--- config.mk ---
export PLATFORM = sky130hd
export DESIGN_NAME = mas_mod_accumulator
export DESIGN_NICKNAME = d
export VERILOG_FILES = /design/src/rtl/mas_mod_accumulator_pkg.sv /design/src/rtl/mas_mod_accumulator_mod_add_step.sv /design/src/rtl/mas_mod_accumulator.sv
export SDC_FILE = /design/constraint.sdc
export NUM_CORES = 1
export LEC_CHECK = 0
export BUFFER_PORTS_ARGS = -buffer_cell sky130_fd_sc_hd__buf_2
export CAP_MARGIN = 25
export CORE_MARGIN = 2
export CORE_UTILIZATION = 55
export CTS_BUF_LIST = sky130_fd_sc_hd__clkbuf_4 sky130_fd_sc_hd__clkbuf_8
export DETAILED_ROUTE_END_ITERATION = 10
export PLACE_DENSITY = 0.76
export REMOVE_ABC_BUFFERS = 1
export SYNTH_ARGS = -nofsm -noshare
export SYNTH_HDL_FRONTEND = slang
export SYNTH_HIERARCHICAL = 1
export SYNTH_SLANG_ARGS = --single-unit
--- constraint.sdc ---
create_clock -name clk -period 7.4 [get_ports clk]
set_clock_uncertainty 0.15 [all_clocks]
set_input_delay 0.37 -clock clk [delete_from_list [all_inputs] [get_ports clk]]
set_output_delay 0.37 -clock clk [all_outputs]
set_load 0.01 [all_outputs]
--- src/rtl/mas_mod_accumulator_pkg.sv ---
// Shared definitions for the modular accumulator: FSM states, modulus limits
// and datapath widths.
package mas_mod_accumulator_pkg;

  typedef enum logic [1:0] {
    IDLE  = 2'd0,
    ACCUM = 2'd1,
    DONE  = 2'd2
  } state_t;

  localparam int Q_MIN  = 2;
  localparam int Q_MAX  = 15;
  localparam int DATA_W = 4;
  localparam int Q_W    = 5;

  function automatic logic q_legal(input logic signed [Q_W-1:0] q);
    return (int'(q) >= Q_MIN) && (int'(q) <= Q_MAX);
  endfunction

endpackage

--- src/rtl/mas_mod_accumulator_mod_add_step.sv ---
// One modular accumulation step: acc + Din reduced by a single conditional subtract.
// Purely combinational; out-of-range samples and illegal moduli contribute nothing.
module mod_add_step
  import mas_mod_accumulator_pkg::*;
(
  input  logic [DATA_W-1:0]       acc,
  input  logic [DATA_W-1:0]       din,
  input  logic signed [Q_W-1:0]   q,
  output logic [DATA_W-1:0]       acc_next,
  output logic                    bad_din,
  output logic                    bad_q
);

  logic [Q_W-1:0] qu;
  logic [Q_W-1:0] d;
  logic [Q_W-1:0] sum;
  logic [Q_W-1:0] red;

  assign qu = Q_W'(q);

  always_comb begin
    bad_q    = !q_legal(q);
    bad_din  = 1'b0;
    d        = '0;
    sum      = '0;
    red      = '0;
    acc_next = '0;
    if (!bad_q) begin
      bad_din = {1'b0, din} >= qu;
      d       = bad_din ? '0 : {1'b0, din};
      // acc < q and d < q, so sum < 2q and one subtract fully reduces it
      sum      = {1'b0, acc} + d;
      red      = (sum >= qu) ? (sum - qu) : sum;
      acc_next = red[DATA_W-1:0];
    end
  end

endmodule

--- src/rtl/mas_mod_accumulator.sv ---
// Accumulates FRAME_LEN samples modulo Q; result appears the cycle after the last accept.
// in_ready drops while a result waits in DONE, so the upstream holds its sample.
module mas_mod_accumulator
  import mas_mod_accumulator_pkg::*;
#(
  parameter int FRAME_LEN = 8,
  parameter int CNT_W     = 4
) (
  input  logic                    clk,
  input  logic                    rst_n,
  input  logic                    in_valid,
  output logic                    in_ready,
  input  logic [DATA_W-1:0]       Din,
  input  logic [1:0]              Tcmp,
  input  logic signed [Q_W-1:0]   Q,
  output logic                    out_valid,
  input  logic                    out_ready,
  output logic [DATA_W-1:0]       acc_out,
  output logic [CNT_W-1:0]        corr_cnt,
  output logic                    frame_err
);

  state_t                 state, state_nxt;
  logic signed [Q_W-1:0]  q_r;
  logic signed [Q_W-1:0]  q_cur;
  logic [7:0]             cnt_r;
  logic [DATA_W-1:0]      acc_r;
  logic [CNT_W-1:0]       corr_r;
  logic                   err_r;
  logic                   out_valid_r;
  logic [DATA_W-1:0]      acc_next;
  logic                   bad_din;
  logic                   bad_q;
  logic                   accept;

  assign accept = in_valid && in_ready;
  // The first sample of a frame is processed against the live Q it latches
  assign q_cur  = (state == IDLE) ? Q : q_r;

  mod_add_step u_step (
    .acc      (acc_r),
    .din      (Din),
    .q        (q_cur),
    .acc_next (acc_next),
    .bad_din  (bad_din),
    .bad_q    (bad_q)
  );

  always_ff @(posedge clk) begin
    if (!rst_n) state <= IDLE;
    else        state <= state_nxt;
  end

  always_comb begin
    state_nxt = state;
    in_ready  = rst_n && (state != DONE);
    case (state)
      IDLE:    if (accept) state_nxt = (FRAME_LEN == 1) ? DONE : ACCUM;
      ACCUM:   if (accept && (cnt_r + 8'd1 == 8'(FRAME_LEN))) state_nxt = DONE;
      DONE:    if (out_ready) state_nxt = IDLE;
      default: state_nxt = IDLE;
    endcase
  end

  always_ff @(posedge clk) begin
    if (!rst_n) begin
      q_r         <= '0;
      cnt_r       <= '0;
      acc_r       <= '0;
      corr_r      <= '0;
      err_r       <= 1'b0;
      out_valid_r <= 1'b0;
    end else begin
      out_valid_r <= (state_nxt == DONE);
      if (accept) begin
        if (state == IDLE) q_r <= Q;
        cnt_r  <= (state == IDLE) ? 8'd1 : cnt_r + 8'd1;
        acc_r  <= acc_next;
        corr_r <= corr_r + CNT_W'(Tcmp != 2'b00);
        err_r  <= err_r | bad_din | bad_q;
      end else if (state == DONE && out_ready) begin
        cnt_r  <= '0;
        acc_r  <= '0;
        corr_r <= '0;
        err_r  <= 1'b0;
      end
    end
  end

  assign out_valid = out_valid_r;
  assign acc_out   = acc_r;
  assign corr_cnt  = corr_r;
  assign frame_err = err_r;

endmodule

==> flow_summary.json <==
{
  "outcome": "finished clean",
  "path_cells": "nor2_1, mux2_2, ha_1, nand2b_1, a21o_1, a21o_1, nand3_1, and3_1, ha_1, fa_1, xor2_1, ha_1, a21o_2, a31oi_1, o21ai_2, a211oi_1, nand2_1, a21boi_1",
  "cpPeakStageDelay_ns": 0.42,
  "rrSetupSlack_ns": 3.04,
  "hold_viol_final": 0,
  "avgViaCountPerCell": 5.57,
  "ys_types": 47,
  "cts_buffer_depth": 2,
  "ys_seq_area_share_pct": 28.2,
  "core_sq_mm": 0.00305,
  "timing.fmax_mhz": 229,
  "required_ns": 7.51,
  "cts_tree": "done",
  "synth.most_common_cell": "nand2_1",
  "synth_cells": 213,
  "regArea_sq_um": 500,
  "fin_area_sq_mm": 0.00195,
  "dpl_cell_area_sq_mm": 0.00192,
  "p_leak_nw": 0.889,
  "period_needed_ns": 4.36,
  "start_util_pct": 58.2,
  "worst_pin_slew_ns": 0.530,
  "fin_crit_sh_pct": 58.9,
  "num_antenna_cells": 0,
  "htreeDepth": 1,
  "synthDominantCellAreaShare_pct": 28.2,
  "crit_path_start_kind": "register",
  "fin_nets": 271,
  "crit_buf_inv": 0,
  "chipWidth_um": 60.8,
  "vias": 1554,
  "setup-tns-final_ns": 0,
  "grt_pass1_wl_um": 6150,
  "rsz0062_at_grt": "false",
  "grt_overflow": 0,
  "p_sw_share_pct": 31.4,
  "cts_sinks": 25,
  "r2r_start": "state[0]$_SDFF_PN0_",
  "worstHoldStart": "Q[2]",
  "setup_violations": 0,
  "crit_arrival_ns": 4.47,
  "async_flop_share_pct": 0,
  "ys_ff_latch": 25,
  "dieArea_sq_mm": 0.00370,
  "crit_path_end_kind": "register",
  "hp-class": "in -> reg",
  "critPathTopFamily": "adder cells",
  "intPower_uw": 206,
  "path_clk_slew_ns": 0.13,
  "critPathSlowestCell": "mux2_2",
  "p_comb_share_pct": 30.7,
  "drc": 0,
  "ant_nets": 0,
  "crit_type": "reg -> reg",
  "gp_congestion": 0.840,
  "p_sw_uw": 94.4,
  "peakVddDrop_mv": 0.0764,
  "first_iter_violations": 88,
  "hpwl_um": 2800,
  "synth.top_cells.by_area": "dfxtp_1, ha_1, nand2_1",
  "synth_simple_gate_area_share_pct": 24.9,
  "synth_top_family_by_area": "simple AND/OR/NAND/NOR gates",
  "worstSetupStartpoint": "state[0]$_SDFF_PN0_",
  "synth_compound_area_share_pct": 21.3,
  "final_max_slew_viol_count": 0,
  "power.share.clock_pct": 21.4,
  "yosys_most_used_dff": "dfxtp_1",
  "yosysWarningCount": 6,
  "cts_resized": 0,
  "port_buffers": 25,
  "synth_area_sq_mm": 0.00178,
  "multi_input_comb_area_sq_mm": 0.00120,
  "netlist_top_cells_count": "nand2_1, dfxtp_1, ha_1, nand3_1",
  "path_max_fanout": 8,
  "wl_per_cell_um": 13.1,
  "fp.dieH_um": 60.8,
  "power.share.sequential_pct": 47.9,
  "muxShareOfSynthArea_pct": 4.30,
  "firstDrtPassIters": 4,
  "cap_viol_max_count": 0,
  "drt-total-wl_um": 3650,
  "cts-root-buf": "clkbuf_4",
  "synth-adder-area-share_pct": 14.9,
  "rows": 20,
  "cts_hold_buf": 0,
  "fillers": 301,
  "track_usage_pct": 22.0,
  "ios": 26,
  "power_density_mw_per_mm2": 154,
  "synth_top_cell_by_area": "dfxtp_1",
  "postCtsSetupBuffers": 0,
  "drive_gt1_share_pct": 18.7,
  "relSlewSlack_pct": 64.5,
  "clkLatencyLatePin_ns": 0.31,
  "syn_to_final_growth_pct": 9.72,
  "numCtsBuffers": 3,
  "synth_edf_count": 0,
  "synth_xor_area_share_pct": 2.46,
  "antenna_found_initial": 0,
  "crit_top_cell": "ha_1",
  "grt_max_degree": 30,
  "syn_area_per_cell_sq_um": 8.34,
  "grt_pass1_vias": 1351
}
## final timing paths
kind | to | cells after the start
min reg2reg | q_r[3]$_SDFFE_PN0P_ | 2
max | acc_out[1]$_SDFFE_PN0P_ | 18
max reg2reg | acc_out[1]$_SDFFE_PN0P_ | 18
min | q_r[2]$_SDFFE_PN0P_ | 4
## power by group through the flow
stage	clock [mW]	combinational (mW)	sequential, mW
global route	0.0709	0.105	0.145
floorplan	0	0.0686	0.147
global placement	0	0.0914	0.147
CTS	0.0670	0.0927	0.144
detailed placement	0	0.0924	0.147
finish	0.0643	0.0924	0.144
## tightest hold or removal path: stages
cell     delay [ns]
buf_2          0.07
mux2_2         0.14
nand2_1        0.05
nand2_1        0.04
## state kept, by name (all words and copies together), names as in the netlist
| name | count |
|---|---|
| corr_cnt | 4 |
| out_valid | 1 |
| frame_err | 1 |
| q_r | 5 |
| state | 2 |
| cnt_r | 8 |
| acc_out | 4 |
## cell type report
cell class | count | share of cell area (%)
repair buffers | 25 | 6.42
inverters | 9 | 1.73
flip-flops and latches | 25 | 25.7
multi-input cells | 172 | 61.8
well taps | 44 | 2.82
clock buffers | 4 | 1.54
## per-layer routing
metal	GRT usage, %	vias to the layer above	wire length (um)
met5	0	-	0
met4	8.07	0	53
met3	2.13	4	88
met2	38.2	26	1800
met1	28.1	710	1710
li1	-	814	-
## per-stage QoR
| step | hold slack (ns) | std cells | setup slack [ns] | util, % | power, mW |
|---|---|---|---|---|---|
| final | 0.231 | 279 | 3.04 | 63.9 | 0.301 |
| after global routing | 0.231 | 279 | 2.54 | 63.9 | 0.321 |
| after CTS | 0.220 | 279 | 3.02 | 63.9 | 0.304 |
| after detailed placement | 0.296 | 275 | 3.04 | 62.9 | 0.240 |
| after global placement | 0.293 | 275 | 3.15 | 62.9 | 0.238 |
| after floorplan | 0.282 | 206 | 3.35 | - | 0.216 |
## cells in the final DEF (no fill, tap or decap), drive strengths merged, types with 3 or more instances in the layout
master and count:
nand2 27, dfxtp 25, buf 25, ha 18, nand3 17, o21ai 12, nor2 11, a21boi 11
a21oi 9, inv 9, and3 7, a21o 6, mux2 5, nor3 5, a31oi 5, a211oi 4
clkbuf 4, xnor2 3, nand2b 3
## cell families after synthesis
family	Yosys count
adders and majority gates	20
AOI/OAI and AO/OA	55
xor gates and xnor gates	5
DFF	25
muxes	7
buffers and inverters	16
and+or+nand+nor	85
Power figures use the tool's default switching activity.
